==> src/rtl/pipelined_rca.sv <==
// rtl/pipelined_rca.sv - segmented ripple-carry adder/subtractor pipeline, one SEG-bit slice per stage
// Optional macro PIPELINED_RCA_SAT_EN: saturate the sum on signed overflow.
module pipelined_rca #(
  parameter int WIDTH = 32,
  parameter int SEG   = 8
) (
  input  logic             clock,
  input  logic             reset_n,
  input  logic             in_valid,
  output logic             in_ready,
  input  logic [WIDTH-1:0] in1,
  input  logic [WIDTH-1:0] in2,
  input  logic             cin,
  input  logic             sub,
  output logic             out_valid,
  input  logic             out_ready,
  output logic [WIDTH-1:0] sum,
  output logic             cout,
  output logic             overflow
);
  localparam int STAGES = WIDTH / SEG;
  localparam int LAST   = STAGES - 1;

  // Each stage carries full-width operands and the partial sum; the last stage is the output register.
  logic [STAGES-1:0][WIDTH-1:0] r_a, r_b, r_s;
  logic [STAGES-1:0]            r_c, r_vld;
  logic                         r_ovf;

  logic [STAGES-1:0][WIDTH-1:0] w_a, w_b, w_s;
  logic [STAGES-1:0]            w_ci, w_co, w_vld;
  logic [SEG:0]                 w_seg;
  logic                         w_ovf;
  logic                         w_advance;
  logic                         w_unused;

  assign w_advance = !r_vld[LAST] || out_ready;
  assign in_ready  = w_advance;
  assign out_valid = r_vld[LAST];
  assign sum       = r_s[LAST];
  assign cout      = r_c[LAST];
  assign overflow  = r_ovf;
  assign w_unused  = ^{r_a[LAST], r_b[LAST]};

  always_comb begin
    w_seg    = '0;
    w_co     = '0;
    w_ovf    = 1'b0;
    w_a[0]   = in1;
    w_b[0]   = sub ? ~in2 : in2;
    w_s[0]   = '0;
    w_ci[0]  = sub ? 1'b1 : cin;
    w_vld[0] = in_valid;
    for (int s = 1; s < STAGES; s++) begin
      w_a[s]   = r_a[s-1];
      w_b[s]   = r_b[s-1];
      w_s[s]   = r_s[s-1];
      w_ci[s]  = r_c[s-1];
      w_vld[s] = r_vld[s-1];
    end
    for (int s = 0; s < STAGES; s++) begin
      w_seg = {1'b0, w_a[s][s*SEG +: SEG]} + {1'b0, w_b[s][s*SEG +: SEG]}
            + {{SEG{1'b0}}, w_ci[s]};
      w_s[s][s*SEG +: SEG] = w_seg[SEG-1:0];
      w_co[s]              = w_seg[SEG];
    end
    // Carry into the MSB is recovered from the MSB sum bit: a ^ b ^ sum.
    w_ovf = w_co[LAST] ^ (w_a[LAST][WIDTH-1] ^ w_b[LAST][WIDTH-1] ^ w_s[LAST][WIDTH-1]);
`ifdef PIPELINED_RCA_SAT_EN
    if (w_ovf) begin
      w_s[LAST] = w_a[LAST][WIDTH-1] ? {1'b1, {(WIDTH-1){1'b0}}}
                                     : {1'b0, {(WIDTH-1){1'b1}}};
    end
`endif
  end

  always_ff @(posedge clock or negedge reset_n) begin
    if (!reset_n) begin
      r_a   <= '0;
      r_b   <= '0;
      r_s   <= '0;
      r_c   <= '0;
      r_vld <= '0;
      r_ovf <= 1'b0;
    end else if (w_advance) begin
      r_a   <= w_a;
      r_b   <= w_b;
      r_s   <= w_s;
      r_c   <= w_co;
      r_vld <= w_vld;
      r_ovf <= w_ovf;
    end
  end
endmodule
==> config.mk <==
export PLATFORM = sky130hd
export DESIGN_NAME = pipelined_rca
export DESIGN_NICKNAME = d
export VERILOG_FILES = /design/src/rtl/pipelined_rca.sv
export SDC_FILE = /design/constraint.sdc
export NUM_CORES = 1
export LEC_CHECK = 0
export CORE_ASPECT_RATIO = 0.9
export CORE_UTILIZATION = 50
export DETAILED_ROUTE_END_ITERATION = 12
export PLACE_DENSITY = 0.72
export SYNTH_ARGS = -nofsm -noshare
export SYNTH_HDL_FRONTEND = slang
export SYNTH_SLANG_ARGS = --single-unit
==> constraint.sdc <==
create_clock -name clock -period 2.6 [get_ports clock]
set_input_delay 0.39 -clock clock [delete_from_list [all_inputs] [get_ports clock]]
set_output_delay 0.39 -clock clock [all_outputs]
set_load 0.01 [all_outputs]
==> results.md <==
* Avg Inst Size Synth at 9.087 um2
* Number of I/O pins at about 110
* Clock Sinks at about 190
* Fmax at 428.8 MHz
* Initial antenna violation count at 0
* Hold depth at 2
* Via count at 6,094
* # port buffers at 105
* Drt wl/cell at 13.17 um
* Area Overhead vs Synth at 18.69%
* DP Area at a little under 10,000 um2
* Hold endpoint: sum[3]$_DFFE_PN0P_
* Largest net degree at the start of global routing at 100
* Overall power at 12.42 mW
* Worst min-delay path category: flip-flop to flip-flop
* Cell breakdown of the critical path: fa_1 -> fa_1 -> a21o_1 -> a21o_4 -> a21oi_2 -> a21oi_1 -> o31a_1
* Critical path startpoint category: flip-flop
* Die area at 17,910 um2
* Endpoints failing setup at 0
* DR iter-0 viols at 422
* Root Driver: clkbuf_16
* CP endpoint kind: flip-flop
* GRT Util Overall at 20.15%
* Crit path top cell by count: fa_1
* Post_cts resized at 0
* Setup CP Type: flip-flop to flip-flop
* Worst Skew at 0.006578 ns
* Worst Path Buf+Inv at 0
* Num CTS Buffers at 17
* Top_reg_cell synth: dfrtp_1
* Clock tree from TritonCTS: done
* Unrepaired setup endpoints after global routing: no
* Vias/cell at about 4.8
* FF-to-FF Start: r_a[48]$_DFFE_PN0P_
* Crit Reg-Reg Endpoint: r_c[2]$_DFFE_PN0P_
* Gate Count Post-Synth at 956
* First-pass GRT wire length at approximately 29,000 um
* Slew HR at 57.84%
* Post-synth EDFFs at 0
* Worst-path clk slew at around 0.07 ns
* Syn nets at 1,062
* Finished Cell Area at 10,310 um2
* Yosys cell types at 50
* Fill cells at 1,492
* Layout cells sized above 1 at 5.273%
* Post-Route WL at 16,580 um
* Worst Hold Launch: sum[3]$_DFFE_PN0P_
* Worst r2r path cells at 7
* R2R setup slack at 0.27 ns
* Pwr Density at 1205 nW/um2
* DPL Wire Length at 11,300 um
* Async SR Flop Fraction at 100.0%
* Synth area leader: dfrtp_1
* Die width at 140.9 um
* H-tree levels at 4
* Dpl ws at -0.1061 ns
* Worst EP arrival at 2.64 ns
* Period utilization at between 80% and 90%
* Cell area after synthesis at 8687 um2
* Row count at between 40 and 50
* Post-synth top area share at 53.29%
* Diodes inserted at 0
* Starting Density at 51.26%
* Vias in the first global route at 5,841
* Crit path time final at 2.332 ns
* GRT overflow at 0
* Clock buffer depth at 2
* PnR worst setup slack at 0.2677 ns
* Most common cell in the netlist: nand2_1
* Maxcap violations at 0
* Drc violations at 0
* Pre-Repair DR Iteration Count at 4
* Setup Buffers After CTS at 0
* Synth top area cells: dfrtp_1 (53%), nand2_1 (19%), ha_1 (4.0%)
* Gpl congestion at 0.8060
* Hold Fails Final Rpt at 0
* Family with the most delay on the worst path: compound AO/OA/AOI/OAI gates
* Status: completed
* Final ANT Viol Nets at 0
* Worst vdd ir at 0.5226 mV
* Leak at 5.041 nW
* WP data required at 2.91 ns
* Synthesis-stage register bit count at 185
* FF/Latch Area at around 4600 um2
* Slowest library cell on the worst path: fa_1
* Crit-path max FO at 3
* Sequential-to-total area share from yosys stat at a little over half
* Die Height at 127.0 um
* Final net count at ~1,100
* Commonest cells in the netlist: nand2_1 (432), dfrtp_1 (185), o21ai_0 (37), xnor2_1 (37)
* Clk_lat worst skew at ~0.42 ns
* Max-slew violations at 0
* Synth warn at 0
* Slew at the pin with the worst max-slew slack at 0.6324 ns
* Area occupied by multi-input gates at around 3500 um2
* Slowest stage delay, CP at approximately 0.47 ns
* Core Area at 16,950 um2
## worst min-delay path, delay by kind of cell (launching register included)
family	cells	cell delay (ns)
simple gates	2	0.10
flops	1	0.34
## logic make-up after synthesis
group | Yosys count | share of synthesized area, %
adder cells (fa/ha/maj) | 36 | 5.876
multiplexers | 1 | 0.1152
XOR/XNOR | 53 | 5.343
AO/OA/AOI/OAI | 108 | 7.547
AND/OR/NAND/NOR | 479 | 21.60
flip-flops | 185 | 53.29
buffers and inverters | 94 | 6.222
## flip-flops by register name (all words and copies together), names as in the netlist
name,flops
overflow,1
r_a,48
r_b,48
r_c,4
r_s,48
r_vld,4
sum,32
## layout make-up
class / instances / area share [%]
clock buffer: 21 / 4.660
clock inverter: 10 / 1.347
inverter: 13 / 0.4975
multi-input combinational: 677 / 34.11
sequential: 185 / 44.90
tap: 235 / 2.852
timing repair buffer: 118 / 11.64
## worst max path at each step
stage                        start                  to  slack (ns)  depth (start not counted)
2_1_floorplan                  sub  r_s[6]$_DFFE_PN0P_        0.11                         11
3_3_place_gp                in2[0]  r_s[6]$_DFFE_PN0P_       -0.08                         10
3_5_place_dp                in2[0]  r_c[0]$_DFFE_PN0P_       -0.11                         10
4_1_cts        r_a[48]$_DFFE_PN0P_  r_c[2]$_DFFE_PN0P_        0.27                          7
5_1_grt                     in2[0]  r_c[0]$_DFFE_PN0P_        0.08                         10
6_report       r_a[48]$_DFFE_PN0P_  r_c[2]$_DFFE_PN0P_        0.27                          7
## repair_timing
item / 4_1_cts / 5_1_grt
hold buffers: 1 / 0
endpoints found under the hold margin: 39 / 0
endpoints found under the setup margin: 0 / 0
## cells in the final DEF (no fill, tap or decap), types with 4 or more instances in the layout
master	synthesis	final
buf_4	32	8
xnor2_1	37	37
ha_1	28	28
clkdlybuf4s50_1	0	103
inv_1	11	11
dfrtp_1	185	185
clkbuf_16	0	17
buf_12	0	4
clkbuf_8	1	5
o21ai_0	37	37
a21o_1	11	11
xor2_1	16	16
nand2_1	432	432
o211ai_1	6	6
fa_1	8	8
nand2b_1	4	4
a21oi_1	32	32
nor2_1	23	23
## power breakdown
part | internal (mW) | switching, mW | total, mW | leakage (nW)
sequential | 4.18 | 0.778 | 4.96 | 2.23
clock | 1.61 | 1.06 | 2.68 | 0.306
combinational | 2.20 | 2.59 | 4.79 | 2.51
total | 7.99 | 4.43 | 12.4 | 5.04
## layer usage
| layer | wire length, um | up-vias | global-route usage (%) |
|---|---|---|---|
| li1 | - | 3121 | - |
| met1 | 8855 | 2866 | 31.77 |
| met2 | 6997 | 98 | 28.42 |
| met3 | 586 | 9 | 4.010 |
| met4 | 136 | 0 | 4.795 |
| met5 | 0 | - | 0 |
## metrics by stage
| step | TNS (ns) | util (%) | hold slack [ns] | std cells |
|---|---|---|---|---|
| after floorplan | 0 | - | 0.09441 | 956 |
| after global placement | -0.1453 | 57.13 | 0.4317 | 1227 |
| after detailed placement | -0.1938 | 57.13 | 0.4307 | 1227 |
| after CTS | 0 | 60.84 | 0.4664 | 1259 |
| after global routing | 0 | 60.84 | 0.4856 | 1259 |
| final | 0 | 60.84 | 0.4637 | 1259 |
Power figures use the tool's default switching activity.
